[config.mk]
export PLATFORM = sky130hd
export DESIGN_NAME = core_inst_seq
export DESIGN_NICKNAME = d
export VERILOG_FILES = /design/src/rtl/core_pkg.sv /design/src/rtl/core_inst_seq.sv
export SDC_FILE = /design/constraint.sdc
export NUM_CORES = 1
export LEC_CHECK = 0
export BUFFER_PORTS_ARGS = -buffer_cell sky130_fd_sc_hd__buf_4
export CAP_MARGIN = 40
export CORE_UTILIZATION = 50
export DETAILED_ROUTE_END_ITERATION = 10
export GPL_TIMING_DRIVEN = 0
export PLACE_DENSITY = 0.72
export SYNTH_ARGS = -nofsm -noshare
export SYNTH_HDL_FRONTEND = slang
export SYNTH_SLANG_ARGS = --single-unit
export TNS_END_PERCENT = 10
[constraint.sdc]
create_clock -name clk -period 9.6 [get_ports clk]
set_input_delay 2.88 -clock clk [delete_from_list [all_inputs] [get_ports clk]]
set_output_delay 2.88 -clock clk [all_outputs]
set_load 0.05 [all_outputs]
[src/rtl/core_pkg.sv]
// +----------------------------------------------------------------------+
// | core_pkg - shared inst bus field map, idle word and sequencer states |
// | rev 1.0                                                              |
// +----------------------------------------------------------------------+
`default_nettype none

package core_pkg;

  localparam int INST_W         = 34;
  localparam int INST_ACC       = 33;
  localparam int INST_CEN_PMEM  = 32;
  localparam int INST_WEN_PMEM  = 31;
  localparam int INST_APMEM_LSB = 20;
  localparam int INST_CEN_XMEM  = 19;
  localparam int INST_WEN_XMEM  = 18;
  localparam int INST_AXMEM_LSB = 7;
  localparam int INST_OFIFO_RD  = 6;
  localparam int INST_IFIFO_WR  = 5;
  localparam int INST_IFIFO_RD  = 4;
  localparam int INST_L0_RD     = 3;
  localparam int INST_L0_WR     = 2;
  localparam int INST_EXECUTE   = 1;
  localparam int INST_LOAD      = 0;

  // Both memories deselected with write disabled, every strobe low.
  localparam logic [INST_W-1:0] INST_IDLE = 34'h1_800C_0000;

  typedef enum logic [3:0] {
    S_IDLE  = 4'd0,
    S_W_RD  = 4'd1,
    S_W_LD  = 4'd2,
    S_FLUSH = 4'd3,
    S_A_RD  = 4'd4,
    S_EXEC  = 4'd5,
    S_DRAIN = 4'd6,
    S_P_RD  = 4'd7,
    S_P_WR  = 4'd8,
    S_DONE  = 4'd9
  } state_e;

endpackage

`default_nettype wire

[src/rtl/core_inst_seq.sv]
// +----------------------------------------------------------------------+
// | core_inst_seq - per-tile instruction sequencer for the core datapath |
// | rev 1.0                                                              |
// +----------------------------------------------------------------------+
`default_nettype none

module core_inst_seq
  import core_pkg::*;
#(
  parameter int ROW       = 8,
  parameter int COL       = 8,
  parameter int ADDR_W    = 11,
  parameter int LEN_W     = 11,
  parameter int FLUSH_CYC = 16
) (
  input  logic              clk,
  input  logic              reset,
  input  logic              start,
  input  logic [ADDR_W-1:0] w_base,
  input  logic [ADDR_W-1:0] a_base,
  input  logic [ADDR_W-1:0] p_base,
  input  logic [LEN_W-1:0]  len,
  input  logic              acc_en,
  input  logic              ofifo_valid,
  output logic [INST_W-1:0] inst,
  output logic              busy,
  output logic              done
);

  if (ROW < 1 || COL < 1 || FLUSH_CYC < 1) begin : g_cfg_check
    $error("core_inst_seq: ROW, COL and FLUSH_CYC must be positive");
  end

  localparam logic [LEN_W-1:0] ONE      = LEN_W'(1);
  localparam logic [LEN_W-1:0] COL_L    = LEN_W'(COL);
  localparam logic [LEN_W-1:0] COL_M1   = LEN_W'(COL - 1);
  localparam logic [LEN_W-1:0] FLUSH_M1 = LEN_W'(FLUSH_CYC - 1);

  state_e              state_q, state_d;
  logic [LEN_W-1:0]    cnt_q, cnt_d;
  logic [ADDR_W-1:0]   w_base_q, w_base_d, a_base_q, a_base_d, p_base_q, p_base_d;
  logic [LEN_W-1:0]    len_q, len_d;
  logic                acc_q, acc_d;
  logic [INST_W-1:0]   inst_q, inst_d;
  logic                busy_q, busy_d, done_q, done_d;

  always_ff @(posedge clk or posedge reset) begin
    if (reset) begin
      state_q  <= S_IDLE;
      cnt_q    <= '0;
      w_base_q <= '0;
      a_base_q <= '0;
      p_base_q <= '0;
      len_q    <= '0;
      acc_q    <= 1'b0;
      inst_q   <= INST_IDLE;
      busy_q   <= 1'b0;
      done_q   <= 1'b0;
    end else begin
      state_q  <= state_d;
      cnt_q    <= cnt_d;
      w_base_q <= w_base_d;
      a_base_q <= a_base_d;
      p_base_q <= p_base_d;
      len_q    <= len_d;
      acc_q    <= acc_d;
      inst_q   <= inst_d;
      busy_q   <= busy_d;
      done_q   <= done_d;
    end
  end

  always_comb begin
    state_d  = state_q;
    cnt_d    = cnt_q;
    w_base_d = w_base_q;
    a_base_d = a_base_q;
    p_base_d = p_base_q;
    len_d    = len_q;
    acc_d    = acc_q;
    case (state_q)
      S_IDLE: begin
        if (start) begin
          w_base_d = w_base;
          a_base_d = a_base;
          p_base_d = p_base;
          len_d    = len;
          acc_d    = acc_en;
          cnt_d    = '0;
          state_d  = (len == '0) ? S_DONE : S_W_RD;
        end
      end
      S_W_RD: begin
        if (cnt_q == COL_L) begin
          state_d = S_W_LD;
          cnt_d   = '0;
        end else begin
          cnt_d = cnt_q + ONE;
        end
      end
      S_W_LD: begin
        if (cnt_q == COL_M1) begin
          state_d = S_FLUSH;
          cnt_d   = '0;
        end else begin
          cnt_d = cnt_q + ONE;
        end
      end
      S_FLUSH: begin
        if (cnt_q == FLUSH_M1) begin
          state_d = S_A_RD;
          cnt_d   = '0;
        end else begin
          cnt_d = cnt_q + ONE;
        end
      end
      S_A_RD: begin
        if (cnt_q == len_q) begin
          state_d = S_EXEC;
          cnt_d   = '0;
        end else begin
          cnt_d = cnt_q + ONE;
        end
      end
      S_EXEC: begin
        if (cnt_q == len_q - ONE) begin
          state_d = S_DRAIN;
          cnt_d   = '0;
        end else begin
          cnt_d = cnt_q + ONE;
        end
      end
      S_DRAIN: begin
        if (ofifo_valid) state_d = S_P_RD;
      end
      S_P_RD: begin
        // A stalled P_RD presents the idle word; only an issued read advances.
        if (!inst_q[INST_CEN_PMEM]) state_d = S_P_WR;
      end
      S_P_WR: begin
        if (cnt_q + ONE < len_q) begin
          state_d = S_P_RD;
          cnt_d   = cnt_q + ONE;
        end else begin
          state_d = S_DONE;
        end
      end
      S_DONE:  state_d = S_IDLE;
      default: state_d = S_IDLE;
    endcase
  end

  // Outputs are decoded from the next state so the registered bus lines up with it.
  always_comb begin
    inst_d = INST_IDLE;
    busy_d = (state_d != S_IDLE);
    done_d = (state_d == S_DONE);
    case (state_d)
      S_W_RD: begin
        if (cnt_d < COL_L) begin
          inst_d[INST_CEN_XMEM]                  = 1'b0;
          inst_d[INST_AXMEM_LSB +: ADDR_W]       = w_base_d + ADDR_W'(cnt_d);
        end
        inst_d[INST_L0_WR] = (cnt_d != '0);
      end
      S_W_LD: begin
        inst_d[INST_L0_RD] = 1'b1;
        inst_d[INST_LOAD]  = 1'b1;
      end
      S_A_RD: begin
        if (cnt_d < len_d) begin
          inst_d[INST_CEN_XMEM]                  = 1'b0;
          inst_d[INST_AXMEM_LSB +: ADDR_W]       = a_base_d + ADDR_W'(cnt_d);
        end
        inst_d[INST_L0_WR] = (cnt_d != '0);
      end
      S_EXEC: begin
        inst_d[INST_L0_RD]   = 1'b1;
        inst_d[INST_EXECUTE] = 1'b1;
      end
      S_P_RD: begin
        if (ofifo_valid) begin
          inst_d[INST_CEN_PMEM]                  = 1'b0;
          inst_d[INST_APMEM_LSB +: ADDR_W]       = p_base_d + ADDR_W'(cnt_d);
        end
      end
      S_P_WR: begin
        inst_d[INST_CEN_PMEM]                    = 1'b0;
        inst_d[INST_WEN_PMEM]                    = 1'b0;
        inst_d[INST_APMEM_LSB +: ADDR_W]         = p_base_d + ADDR_W'(cnt_d);
        inst_d[INST_ACC]                         = acc_d;
        inst_d[INST_OFIFO_RD]                    = 1'b1;
      end
      default: ;
    endcase
  end

  assign inst = inst_q;
  assign busy = busy_q;
  assign done = done_q;

endmodule

`default_nettype wire

### Word-level counts from Yosys, hierarchy flattened

Cells that the tools add are included.

* bits in registers: 93
* input bits: 49
* bits in latches: 0
* memories: 0
* memory bits (read-only): 0
* output and inout bits: 36
* word-level logic and storage cells: 90
* memory bits (writable): 0

* eq/ne operators: 20
* reductions and logical operators: 6
* multiply operators: 0
* div/mod/pow operators: 0
* add/sub/neg operators: 5
* shift-type cells: 0
* order comparisons: 3
* muxes and demuxes: 46
* bitwise gates (word level): 0

Operator list (number)
* two-way mux 11 bit: 18
* one-hot mux 11 bit (7 select lines): 1
* one-hot mux 11 bit (2 select lines): 2
* two-way mux 4 bit: 10
* one-hot mux 4 bit (9 select lines): 1
* adder 11 bit: 3
* equality test 4 x 3 -> 1 bit, second input constant: 7
* equality test 11 bit: 2
* equality test 11 x 4 -> 1 bit, second input constant: 2
* < comparator 11 bit: 2
* equality test 4 x 2 -> 1 bit, second input constant: 3
* equality test 4 bit, second input constant: 3
* two-way mux 1 bit: 12
* adder 11 x 1 -> 11 bit, second input constant: 1
* equality test 11 x 3 -> 1 bit, second input constant: 1
* logical NOT 11 bit: 1
* < comparator 11 x 4 -> 1 bit, second input constant: 1
* nonzero test 11 bit: 1
* subtractor 11 x 1 -> 11 bit, second input constant: 1
* equality test 4 x 1 -> 1 bit, second input constant: 2
* logical NOT 4 bit: 1
* one-hot mux 1 bit (2 select lines): 2
* nonzero test 4 bit: 1
* OR reduction 2 bit: 2

### Depth between registers and ports, before layout

* depth after elaboration: 7
* depth in mapped cells: 26
* depth with buffers taken out: 23

### Worst setup path before layout

Ideal clock, no wire load.

* path type: input-to-reg
* start point: input start
* end point: register inst_q[29], in the netlist inst[29]
* data required time: 9468 ps
* setup slack: 3784 ps
* arrival: 5684 ps
* path buffers: 1
* setup time: 132 ps
* cell stages on the path: 14
* path through: nand3_1 > clkbuf_1 > mux2i_1 > inv_1 > ha_1 > a21o_1 > a21o_1 > a21o_1 > a21oi_1 > o21ai_0 > a21o_1 > a21oi_1 > xor2_1 > nor2_1

* word-level cells in the longest chain between the ends: 5
* elaborated cells on any way between the ends: 11
* those cells by class: 1 x add/sub; 2 x eq/ne; 8 x mux

RTL lines
* from (decl): RTL line core_inst_seq.sv:18 `input logic start,`
* two-way mux 11 bit *: RTL line core_inst_seq.sv:83 `if (start) begin`
* two-way mux 11 bit *: RTL line core_inst_seq.sv:81 `case (state_q)`
* named net p_base_d[1]: RTL line core_inst_seq.sv:41 `logic [ADDR_W-1:0] w_base_q, w_base_d, a_base_q, a_base_d, p_base_q, p_base_d;`
* adder 11 bit *: RTL line core_inst_seq.sv:184, core_inst_seq.sv:190
* two-way mux 11 bit: RTL line core_inst_seq.sv:182 `if (ofifo_valid) begin`
* one-hot mux 11 bit (2 select lines) *: RTL line core_inst_seq.sv:158 `case (state_d)`
* named net inst_d[29]: RTL line core_inst_seq.sv:44 `logic [INST_W-1:0] inst_q, inst_d;`
* to (signal assigned): RTL line core_inst_seq.sv:67 `inst_q <= inst_d;`
* to (decl): RTL line core_inst_seq.sv:44

Mark *: on every way through the listed nets, which the timed path passes. The rest lies on a longest branch.

### Final worst setup path

* start point: register cnt_q[1]
* end point: register inst_q[11], in the netlist inst[11]

* word-level cells in the longest chain between the ends: 7
* elaborated cells on any way between the ends: 31
* those cells by class: 3 x add/sub; 3 x order compare; 7 x eq/ne; 18 x mux

RTL lines
* from (decl): RTL line core_inst_seq.sv:40 `logic [LEN_W-1:0] cnt_q, cnt_d;`
* from (signal assigned): RTL line core_inst_seq.sv:61 `cnt_q <= cnt_d;`
* adder 11 x 1 -> 11 bit
* < comparator 11 bit: RTL line core_inst_seq.sv:141 `if (cnt_q + ONE < len_q) begin`
* two-way mux 11 bit: RTL line core_inst_seq.sv:141
* one-hot mux 11 bit (7 select lines) *: RTL line core_inst_seq.sv:81
* named net cnt_d[5]: RTL line core_inst_seq.sv:40
* < comparator 11 bit / < comparator 11 x 4 -> 1 bit (equally long branches): RTL line core_inst_seq.sv:171, core_inst_seq.sv:160
* two-way mux 11 bit (on tied branches): RTL line core_inst_seq.sv:171, core_inst_seq.sv:160
* one-hot mux 11 bit (2 select lines) *: RTL line core_inst_seq.sv:158
* named net inst_d[11]: RTL line core_inst_seq.sv:44

Marked as above.

==> qor.txt <==
Status: complete, no violations
Cell Area, Synth: 6150 um2
CTS tree: built
Clock root buffer: clkbuf_16
Sequential cell area fraction in the yosys report: 37.9%
Worst slew margin: 45.8%
CP Buf/Inv Count: 3
Post-Route Skew: 7.92 ps
Final hold viol count: 0
Post-DRT Antenna Nets: 0
DPL Wire Length: 12.5 mm
R2R setup slack: 2970 ps
Placed Cells: 853
Top FF cell, synth: dfrtp_1
Bufs on Longest Clock Path: 2
Vias in the first global route: 5065
WP data arrival: 6850 ps
Cell area after layout: 7290 um2
Synth area leaders: dfrtp_1 (37%), ha_1 (11%), mux2_2 (5.9%)
CP peak stage delay: 690 ps
Max IR drop VDD: 179 uV
Reg area: 2330 um2
Reg-to-Reg Start: cnt_q[1]$_DFF_PP0_
Synth area leader: dfrtp_1
Synthesis-to-finish area growth: 18.7%
Hold Path Class: reg2reg
First-pass GRT wire length: 26.2 mm
FF-to-FF path depth: 23
Critical-path top delay cell: o31ai_1
Setup CP Type: reg2reg
Die Y: 113 um
Post-synth top area share: 36.6%
Critical path startpoint category: flop
Yosys reg bits: 93
Reg clk slew, reported paths: 70 ps
Largest net degree at the start of global routing: 68
Antenna diode count: 0
Slew Viols, Final: 0
Fill cell count: 1020
Via count: 5075
Post-synth cell types: 67
Io pins: 85
CTS resizes: 0
Cts-stage hold buffer count: 0
CP cell instances: ha_1 > and3_1 > and3_1 > clkbuf_1 > xnor2_1 > ha_1 > and3_1 > a221oi_1 > a21oi_1 > or4_1 > nor2b_1 > and2_1 > clkbuf_1 > o31ai_1 > buf_4 > ha_1 > nor2b_1 > o21ai_0 > a21oi_1 > nor3_1 > o21ai_0 > a2111o_1 > o32ai_1
Global route overflow: 0
Die area: 12700 um2
Initial antenna violation count: 0
Iter 0 DRT Violations: 303
Layout cell share with drive strength beyond 1: 22.6%
Post-synthesis async set-or-reset flop share: 100%
Data required time of the critical path: 9830 ps
Total core area: 12000 um2
Setup bufs post-CTS: 0
Row count: 40
Fmax: 0.151 GHz
DRC: 0
Total Wirelength: 16.4 mm
Max capacitance violation total: 0
RSZ-0062 raised after global routing: false
TNS Setup: 0 ps
First-pass DRT Iterations: 4
Leakage: 3.64 nW
Final min period: 6630 ps
Ys Warns: 0
Port Buf Inserts: 81
CP top delay family: compound AO/OA/AOI/OAI gates
Nets: 823
Die W: 113 um
Crit path from: cnt_q[1]$_DFF_PP0_
CP Capture Type: flop
Worst-Margin Slew: 806 ps
Placement-stage cell area: 7020 um2
Worst-Skew Late Latency: 350 ps
Multi-input gate area: 3510 um2
H-tree depth: 3
Final setup fails: 0
Post-synth EDFFs: 0
Crit path max fanout: 10
Post-DR vias/cell: 5.85
Cell count after synthesis: 616
Crit share post-route: 69.0%
Gpl congestion: 0.950
FF-to-FF End: inst[11]$_DFF_PP0_
Fin util: 60.7%
Crit path capture: inst[11]$_DFF_PP0_
Pwr/cell area: 337 nW/um2
Wire length per cell: 18.9 um
Syn Area/Cell: 9.98 um2
Post-Layout Cell Count: 868
CTS Buf Count: 9
Total track usage: 27.1%
Stages on worst setup path: 23
Sink Count: 93
Tot Pwr: 2.46 mW
Starting Density: 51.2%
==> power by group <==
part	internal, mW	switching [mW]
logic	0.619	0.888
registers	0.537	0.0770
clock network	0.188	0.150
total	1.34	1.12
==> cells by family (layout without fill, tap and decap cells) <==
| group | after synthesis | count (layout) | share of synthesized area (%) |
|---|---|---|---|
| compound gates | 136 | 136 | 15.9 |
| xor+xnor | 46 | 46 | 6.80 |
| fa+ha+maj | 57 | 57 | 12.0 |
| mux | 47 | 47 | 8.31 |
| other cells | 2 | 3 | 0.122 |
| simple gates | 160 | 160 | 13.9 |
| flops | 93 | 93 | 37.9 |
| buf+inv | 75 | 179 | 5.03 |
==> sequential cells by signal (all words and copies together), names as in the netlist <==
name / cells
done: 1
w_base_q: 11
len_q: 11
acc_q: 1
inst: 31
p_base_q: 11
cnt_q: 11
a_base_q: 11
busy: 1
state_q: 4
==> cells in the final DEF (no fill, tap or decap), types with 7 or more instances in the layout <==
cell,netlist,final
ha_1,54,54
and2_1,8,8
nor2_1,42,42
nand3_1,14,14
clkbuf_16,0,9
nand4_1,8,8
o21ai_0,31,31
and3_1,8,8
nand2_1,15,15
o22ai_2,8,8
a21o_1,13,13
dfrtp_1,90,90
mux2i_1,15,15
a21oi_1,26,26
inv_1,46,45
xnor2_1,24,24
buf_4,3,88
mux2_2,32,32
xor2_1,21,21
clkbuf_1,23,24
nor3_1,17,17
nor2b_1,9,9
or4_1,7,7
nand2b_1,8,8
==> Yosys cell counts (all sizes together) (9+ instances only) <==
cell type,count
a21o,13
a21oi,26
clkbuf,23
dfrtp,90
ha,54
inv,46
mux2,32
mux2i,15
nand2,15
nand3,14
nor2,42
nor2b,9
nor3,17
o21ai,34
o22ai,9
xnor2,24
xor2,21
==> final cells by class <==
class                   count  share of cell area, %
inverters                  46                   2.40
repair buffers             89                   9.33
multi-input cells         449                   48.1
clock inverters             3                  0.292
clock buffers              12                   3.52
well taps                 147                   2.52
flip-flops and latches     93                   32.0
plain buffers              29                   1.87
==> metrics by stage <==
stage               hold WS, ps  setup slack, ps
floorplan                   465             3780
global placement            474             2830
detailed placement          486             2920
CTS                         501             3080
global route                517             2580
finish                      499             2970
==> layer usage <==
metal / global-route usage (%) / part of all wire, % / routed length [um] / up-vias
met5: 0 / 0 / 0 / -
met4: 12.6 / 4.0 / 657 / 0
met3: 5.52 / 5.4 / 882 / 45
met2: 45.2 / 48 / 7870 / 171
met1: 33.9 / 43 / 6960 / 2453
li1: - / - / - / 2406
==> worst min-delay path by stage <==
stage / startpoint / to / slack, ps / depth (start not counted)
6_report: acc_q$_DFF_PP0_ / acc_q$_DFF_PP0_ / 500 / 1
5_1_grt: p_base_q[6]$_DFF_PP0_ / p_base_q[6]$_DFF_PP0_ / 520 / 1
4_1_cts: acc_q$_DFF_PP0_ / acc_q$_DFF_PP0_ / 500 / 1
3_5_place_dp: acc_q$_DFF_PP0_ / acc_q$_DFF_PP0_ / 490 / 1
3_3_place_gp: acc_q$_DFF_PP0_ / acc_q$_DFF_PP0_ / 470 / 1
2_1_floorplan: acc_q$_DFF_PP0_ / acc_q$_DFF_PP0_ / 470 / 1
==> worst register-to-register path, delay by kind of cell (launching register included) <==
| family | cells | cell delay (ps) |
|---|---|---|
| compound gates | 8 | 2360 |
| xor+xnor | 1 | 160 |
| fa+ha+maj | 3 | 860 |
| simple gates | 8 | 1880 |
| buf+inv | 3 | 740 |
| flops | 1 | 490 |
Power figures use the tool's default switching activity.
